<file path="src/rtl/frame_flip_controller.sv">
// Tear-free page-flip controller: holds a software flip request until the start of vertical blank,
// counts frames and raises a vblank interrupt. FRAME_FLIP_COUNTER_EN builds the FRAME_COUNT register.
module frame_flip_controller #(
   parameter logic [31:0] BASE_ADDRESS = 32'hFF20_0600,
   parameter int unsigned V_VISIBLE    = 480
) (
   input  logic        clock,
   input  logic        reset,
   input  logic [31:0] bus_address,
   input  logic [31:0] bus_write_data,
   input  logic [3:0]  bus_byte_enable,
   input  logic        bus_read_enable,
   input  logic        bus_write_enable,
   output logic [31:0] bus_data_fetched,
   input  logic [9:0]  pixel_y_pos,
   output logic        frame_select,
   output logic        vblank_irq
);

   typedef enum logic {
      IDLE,
      PENDING
   } flip_state_t;

   flip_state_t state;
   logic        target;
   logic        irq_en;
   logic        irq_flag;
   logic        irq_flag_next;
   logic        vb_now;
   logic        vb_r;
   logic        vb_q;
   logic        vb_edge;
   logic        flip_now;
   logic        frame_select_next;
   logic        addr_hit;
   logic [1:0]  reg_sel;
   logic        ctrl_wr;
   logic        status_wr;
   logic [31:0] rd_mux;
   logic [31:0] frame_count;
   logic        unused_bits;

   assign unused_bits = ^{bus_byte_enable[3:1], bus_write_data[31:3], bus_address[1:0]};

   assign reg_sel   = bus_address[3:2];
   assign addr_hit  = (bus_address[31:4] == BASE_ADDRESS[31:4]) && (reg_sel != 2'd3);
   assign ctrl_wr   = bus_write_enable && addr_hit && bus_byte_enable[0] && (reg_sel == 2'd0);
   assign status_wr = bus_write_enable && addr_hit && bus_byte_enable[0] && (reg_sel == 2'd1);

   assign vb_now  = (32'(pixel_y_pos) >= 32'(V_VISIBLE));
   assign vb_edge = vb_r & ~vb_q;

   always_ff @(posedge clock or negedge reset) begin
      if (!reset) begin
         vb_r <= 1'b0;
         vb_q <= 1'b0;
      end else begin
         vb_r <= vb_now;
         vb_q <= vb_r;
      end
   end

   // The edge resolves against the pre-write state; a coincident CTRL write is then judged
   // against the frame that is displayed after this edge.
   assign flip_now          = (state == PENDING) && vb_edge;
   assign frame_select_next = flip_now ? target : frame_select;

   always_ff @(posedge clock or negedge reset) begin
      if (!reset) begin
         state        <= IDLE;
         target       <= 1'b0;
         frame_select <= 1'b0;
      end else begin
         frame_select <= frame_select_next;
         if (ctrl_wr) begin
            target <= bus_write_data[0];
            state  <= (bus_write_data[0] != frame_select_next) ? PENDING : IDLE;
         end else if (flip_now) begin
            state <= IDLE;
         end
      end
   end

   always_comb begin
      irq_flag_next = irq_flag;
      if (status_wr && bus_write_data[2]) irq_flag_next = 1'b0;
      if (vb_edge)                        irq_flag_next = 1'b1;
   end

   // The interrupt uses the enable held before this edge, so enabling on the edge cycle
   // does not count for that edge.
   always_ff @(posedge clock or negedge reset) begin
      if (!reset) begin
         irq_en     <= 1'b0;
         irq_flag   <= 1'b0;
         vblank_irq <= 1'b0;
      end else begin
         irq_flag   <= irq_flag_next;
         vblank_irq <= irq_flag_next & irq_en;
         if (ctrl_wr) irq_en <= bus_write_data[1];
      end
   end

`ifdef FRAME_FLIP_COUNTER_EN
   always_ff @(posedge clock or negedge reset) begin
      if (!reset) begin
         frame_count <= '0;
      end else if (vb_edge) begin
         frame_count <= frame_count + 32'd1;
      end
   end
`else
   assign frame_count = '0;
`endif

   always_comb begin
      rd_mux = '0;
      case (reg_sel)
         2'd0:    rd_mux[1:0] = {irq_en, target};
         2'd1:    rd_mux[2:0] = {irq_flag, (state == PENDING), frame_select};
         2'd2:    rd_mux      = frame_count;
         default: rd_mux      = '0;
      endcase
   end

   always_ff @(posedge clock or negedge reset) begin
      if (!reset) begin
         bus_data_fetched <= '0;
      end else if (bus_read_enable && addr_hit) begin
         bus_data_fetched <= rd_mux;
      end else begin
         bus_data_fetched <= '0;
      end
   end

endmodule

</file>
<file path="config.mk">
export PLATFORM = sky130hd
export DESIGN_NAME = frame_flip_controller
export DESIGN_NICKNAME = d
export VERILOG_FILES = /design/src/rtl/frame_flip_controller.sv
export SDC_FILE = /design/constraint.sdc
export NUM_CORES = 1
export LEC_CHECK = 0
export CORE_AREA = 8 8 65 67
export DETAILED_ROUTE_END_ITERATION = 16
export DIE_AREA = 0 0 73 75
export PLACE_DENSITY = 0.95
export SYNTH_ARGS = -nofsm -noshare
export SYNTH_HDL_FRONTEND = slang
export SYNTH_SLANG_ARGS = --single-unit
</file>
<file path="constraint.sdc">
create_clock -name clock -period 2.9 [get_ports clock]
set_input_delay 0.725 -clock clock [delete_from_list [all_inputs] [get_ports clock]]
set_output_delay 0.725 -clock clock [all_outputs]
set_load 0.1 [all_outputs]
</file>
# Word level (Yosys, flattened, before mapping)
# Index checks and enable logic that the tools add are counted.
[word_totals] reg_bits=11 inputBits=82 out_inout_bits=34 elab_cells=36
[classes] magnitude_cmp=1 n_eq_ne=4 muxes=9 n_bitwise=3 reduce_logical=10
[ops] op="== test 28 bit (second input constant)" n=1
[ops] op=">= comparator 10 x 9 -> 1 bit (second input constant)" n=1
[ops] op="logical AND 1 bit" n=8
[ops] op="2-to-1 mux 1 bit" n=7
[ops] op="case mux 2 bit (2 select lines)" n=1
[ops] op="2-to-1 mux 3 bit" n=1
[ops] op="AND 1 bit" n=2
[ops] op="== test 2 x 1 -> 1 bit (second input constant)" n=1
[ops] op="logical NOT 2 bit" n=1
[ops] op="!= test 2 bit (second input constant)" n=1
[ops] op="nonzero test 2 bit" n=1
[ops] op="!= test 1 bit" n=1
[ops] op="NOT 1 bit" n=1

# Logic depth before layout (Yosys ltp)
# Gate-level depths: netlist of run 1.
[logic_depth] depth_word=9 ltp_mapped=4 mapped_depth_nobuf=4

# Worst setup path before layout of run 1
# No wires, ideal clock.
[synth_path] kind="input port to flip-flop" start="input port bus_address[16]" end="register irq_en" setup_ns=0.125 arrival_time_ns=2.478 required_ns=2.775 setup_slack_ns=0.297 cell_stages=4 path_buffers=0 path_cell_list="or4_1 > or4_4 > nor4_4 > mux2_2"
[synth_via] elab_chain_len=5
[synth_rtl] element="start, declared" line_no="9" source="input logic [31:0] bus_address,"
[synth_rtl] element="== test 28 bit" line_no="47" source="assign addr_hit = (bus_address[31:4] == BASE_ADDRESS[31:4]) && (reg_sel != 2'd3);"
[synth_rtl] element="logical AND 1 bit" line_no="47"
[synth_rtl] element="logical AND 1 bit (3 in a row)" line_no="48" source="assign ctrl_wr = bus_write_enable && addr_hit && bus_byte_enable[0] && (reg_sel == 2'd0);"
[synth_rtl] element="end signal, assigned" line_no="101" source="if (ctrl_wr) irq_en <= bus_write_data[1];"
[synth_rtl] element="end, declared" line_no="27" source="logic irq_en;"
# Every way passes these cells.
# A chain may end at the register's enable or synchronous reset.

# Worst setup path in the final report of run 1
# Same ends and word-level chain as after synthesis.

==> results of run 1 <==
through the flow:
step	instance area (um2)	TNS, ns	setup WS (ns)	instances	total power [mW]
2_1_floorplan	875	0	0.297	105	0.360
3_3_place_gp	1190	-0.626	-0.150	171	0.390
3_5_place_dp	1190	-0.749	-0.163	171	0.391
4_1_cts	1210	0	0.122	175	0.493
5_1_grt	1210	0	0.0453	175	0.508
6_report	1210	0	0.145	175	0.490
worst max-delay path, stage by stage:
cell             delay [ns]
clkdlybuf4s50_1        0.39
or4_1                  0.51
or4_4                  0.57
nor4_4                 0.33
mux2_2                 0.37
power groups by stage:
stage	clock network, mW	registers, mW	logic (mW)
2_1_floorplan	0	0.159	0.201
3_3_place_gp	0	0.159	0.231
3_5_place_dp	0	0.159	0.232
4_1_cts	0.104	0.156	0.233
5_1_grt	0.111	0.156	0.241
6_report	0.101	0.156	0.233
synth_stat cells, types with 2 or more instances:
master / n
buf_4: 29
dfrtp_1: 11
mux2_2: 3
mux2i_1: 3
nand2_1: 4
nand2b_1: 2
nand3_1: 3
nand4_1: 3
nor2_1: 3
nor4_1: 2
worst max-delay path by stage:
stage / startpoint / end / slack, ns / cells past startpoint
6_report: bus_address[16] / irq_en / 0.15 / 5
3_3_place_gp: bus_address[30] / irq_en / -0.15 / 5
5_1_grt: bus_address[16] / irq_en / 0.05 / 5
2_1_floorplan: bus_address[16] / irq_en / 0.30 / 4
4_1_cts: bus_address[16] / irq_en / 0.12 / 5
3_5_place_dp: bus_address[16] / target / -0.16 / 5
state kept, by name, summed over array words and instances (netlist names):
name and count:
state 1, vb_q 1, target 1, irq_flag 1, irq_en 1, vblank_irq 1
frame_select 1, bus_data_fetched 3, vb_r 1
cell families (layout without fill, tap and decap cells):
group	Yosys count	after routing	share of synthesized area
muxes	6	6	0.0829
and+or+nand+nor	27	27	0.236
DFF	11	11	0.358
AOI/OAI and AO/OA	2	2	0.0244
xor gates and xnor gates	1	1	0.0114
buffers and inverters	29	53	0.283
other	1	29	0.00487
layout make-up:
type,instances,area [um2]
Multi-Input combinational cell,65,382
Clock buffer,4,26.3
Timing Repair Buffer,49,473
Tap cell,46,57.6
Fill cell,339,2020
Sequential cell,11,275
metal layers:
layer | global-route usage | wire length, um | part of all wire
met1 | 0.0553 | 618 | 0.31
met2 | 0.141 | 1150 | 0.58
met5 | 0 | 0 | 0
met3 | 0.0266 | 206 | 0.10
met4 | 0.0400 | 17 | 0.0085
==> impl_metrics.tcl, run 1 <==
set metrics [dict create \
    status "finished, final reports clean" \
    hp-class "flop to flop" \
    critPathKind "primary input to flop" \
    netlist_top_cells_area "dfrtp_1, buf_4, mux2_2, mux2i_1, nor4_4" \
    vias 650 \
    first_iter_violations 10 \
    worst_pin_slew_ns 0.500 \
    p_switching_mw 0.228 \
    cp_data_arrival_time_ns 2.90 \
    clock_sinks 11 \
    rows 21 \
    rsz0062_at_grt "false" \
    overflow 0 \
    place.gp.congestion 0.749 \
    antennaDiodeCount 0 \
    clkPwrFrac 0.206 \
    crit_required_ns 3.05 \
    pwr-share-comb 0.476 \
    netlist.area_leader.share 0.358 \
    start_util 0.238 \
    synth_edf_count 0 \
    io_pins 116 \
    synthCells 77 \
    grt_pass1_wl_um 2990 \
    first_global_vias 755 \
    leakage_nw 0.535 \
    synth_seq_area_share 0.358 \
    cap_violations 0 \
    cts_setup_buffers 0 \
    drv_slew 0 \
    wl_per_cell_um 11.4 \
    drc_errors 0 \
    grt_max_degree 12 \
    seq_power_share 0.318 \
    ant_nets 0 \
    cp_max_fo 3 \
    ys_async_sr_fraction 1.00 \
    htree_num_levels 1 \
    cp-end-kind "flop" \
    mostFrequentLayoutCells "clkdlybuf4s50_1, conb_1, dfrtp_1, buf_4, nand2_1" \
    clock_latency_ns 0.26 \
    antenna_found_initial 0 \
    clockRootBuffer "clkbuf_4" \
    final_util 0.376 \
    fin_skew_ns 0.00298 \
    holdPathEnd "vb_q" \
    cts_buffers 3 \
    timing.final.crit_share 0.950 \
    die_y_um 75 \
    die-area_mm2 0.00548 \
    final_common_cell "clkdlybuf4s50_1" \
    groute.usage.overall 0.0698 \
    holdBufCountCts 0 \
    routed_wl_um 1990 \
    hpwl_um 1860 \
    rr_startpoint "state" \
    clockBufferDepth 2 \
    synth_top_area_cell "dfrtp_1" \
    r2r_slack_ns 1.71 \
    holdPathStages 0 \
    hp-start "vb_r" \
    reg2reg_depth 4 \
    drive_gt1_frac 0.116 \
    hold_viol 0 \
    worst_hold_slack_ns 0.406 \
    viasPerCell 3.71 \
    dieWidth_um 73 \
    ys_types 24 \
    r2r_end "state" \
    relSlewSlack 0.662 \
    vdd_ir_drop_max_uv 135 \
    synth-seq-cells 11 \
    drt_pass1_iterations 4 \
    cts_resized 0 \
    internal_power_mw 0.262 \
    avgSynthCellArea_um2 9.99 \
    setup_viol 0 \
    cts_tree "done" \
    ys.flop_type "dfrtp_1" \
    pwr_density_cell_mw_per_mm2 404 \
    syn_to_final_growth_pct 57.7 \
    fin_nets 212 \
    swShare 0.465 \
    coreArea_mm2 0.00323 \
    clk_pin_slew_worst_paths_ns 0.07 \
    syn_area_um2 769 \
    io_buffers 47 \
    fin_crit_ns 2.75 \
    ys_warn_count 0 \
    critPathLaunchType "primary input" \
    clock.fmax_mhz 363 \
]
Power figures use the tool's default switching activity.
==> run 2, diff against run 1 <==
REMOVE_ABC_BUFFERS = 1   (was unset)
==> run 2 against run 1 <==
Effect of this change: clock-buffer cell count down 1; setup slack worse by 0.017 ns; critical path depth unchanged; highest routed layer unchanged.
==> impl_metrics.tcl, run 2 (synthesized netlist as in run 1, its figures left out) <==
set metrics [dict create \
    cp_max_fo 3 \
    groute.usage.overall 0.0674 \
    drt_pass1_iterations 4 \
    fin_crit_ns 2.77 \
    cp_data_arrival_time_ns 2.92 \
    htree_num_levels 1 \
    start_util 0.238 \
    holdBufCountCts 0 \
    overflow 0 \
    cp_top_family "simple AND/OR/NAND/NOR gates" \
    cts_buffers 3 \
    p_total_mw 0.491 \
    cts_tree "done" \
    final_util 0.376 \
    crit_required_ns 3.05 \
    die_y_um 75 \
    grt_pass1_wl_um 2930 \
    clock.fmax_mhz 361 \
    routed_wl_um 2000 \
    critPathLaunch "bus_address[16]" \
    cp-end-kind "flop" \
    cts_resized 0 \
    clock_sinks 11 \
    drive_gt1_frac 0.124 \
    die-area_mm2 0.00548 \
    antenna_found_initial 0 \
    coreArea_mm2 0.00323 \
    fin_nets 212 \
    io_buffers 47 \
    place.gp.congestion 0.699 \
    max_stage_delay_ns 0.57 \
    cp_cell_sequence "clkdlybuf4s50_1, or4_1, or4_4, nor4_4, mux2_2" \
    hpwl_um 1900 \
    mostFrequentLayoutCells "clkdlybuf4s50_1, conb_1, dfrtp_1, buf_4, nand2_1" \
    antennaDiodeCount 0 \
    critPathLaunchType "primary input" \
    cts_setup_buffers 0 \
    syn_to_final_growth_pct 57.9 \
    rows 21 \
    largest_reg_flops 3 \
    wl_per_cell_um 11.4 \
    io_pins 116 \
    dieWidth_um 73 \
    clock_latency_ns 0.27 \
    pwr_density_cell_mw_per_mm2 404 \
    clockRootBuffer "clkbuf_4" \
    setup_viol 0 \
    hold_viol 0 \
    hp-class "flop to flop" \
    hp-start "vb_r" \
    rr_startpoint "state" \
    fin_skew_ns 0.00962 \
    first_iter_violations 14 \
    timing.final.crit_share 0.956 \
    clockBufferDepth 2 \
    drc_errors 0 \
    critPathKind "primary input to flop" \
    regMostFlops "bus_data_fetched" \
    rsz0062_at_grt "false" \
    drv_slew 0 \
    grt_max_degree 12 \
    final_common_cell "clkdlybuf4s50_1" \
    ant_nets 0 \
    clk_pin_slew_worst_paths_ns 0.06 \
    vdd_ir_drop_max_uv 112 \
    crit_slowest_cell "or4_4" \
    first_global_vias 709 \
    n_fill_cell 330 \
    status "finished, final reports clean" \
    cap_violations 0 \
    viasPerCell 3.64 \
    path_buf_inv 1 \
    leakage_nw 0.538 \
    vias 637 \
]
run 2: stage by stage:
| stage | worst slack [ns] | cells | setup TNS (ns) | hold WS (ns) | cell area, um2 |
|---|---|---|---|---|---|
| after floorplan | 0.297 | 76 | 0 | 0.375 | 657 |
| after global placement | -0.166 | 171 | -0.737 | 0.384 | 1190 |
| after detailed placement | -0.172 | 171 | -0.784 | 0.392 | 1190 |
| after CTS | 0.107 | 175 | 0 | 0.408 | 1210 |
| after global routing | 0.0422 | 175 | 0 | 0.419 | 1210 |
| final | 0.129 | 175 | 0 | 0.406 | 1210 |
run 2: worst paths after layout:
| kind | slack (ns) | cells past startpoint | to |
|---|---|---|---|
| min in group asynchronous | 0.77 | 1 | bus_data_fetched[1] |
| hold / removal | 0.41 | 0 | vb_q |
| setup / recovery | 0.13 | 5 | target |
| hold reg to reg | 0.41 | 0 | vb_q |
| setup reg to reg | 1.72 | 4 | state |
| max in group asynchronous | 1.80 | 1 | target |
run 2: cell type report:
class                           instances  area (um2)  area share
Timing Repair Buffer                   49         473       0.389
Sequential cell                        11         275       0.227
Clock buffer                            3        22.5      0.0185
Tap cell                               46        57.6      0.0474
Clock inverter                          1        5.00     0.00412
Multi-Input combinational cell         65         382       0.314
run 2: worst reg2reg max path, cell delays in order (launching register included):
cell and delay (ns):
dfrtp_1 0.40, nand3b_1 0.10, mux2_2 0.35, xnor2_1 0.13, mux2i_1 0.09
run 2: power by group:
| group | switching (mW) | internal [mW] |
|---|---|---|
| clock network | 0.0498 | 0.0510 |
| logic | 0.180 | 0.0541 |
| registers | 0.000966 | 0.155 |
| total | 0.231 | 0.260 |
run 2: layer usage:
layer  vias to the layer above  GRT usage  share of wire
met5                         -          0              0
met1                       277     0.0609           0.33
met2                        40      0.135           0.56
met3                         2     0.0173          0.090
li1                        318          -              -
met4                         0     0.0333          0.013
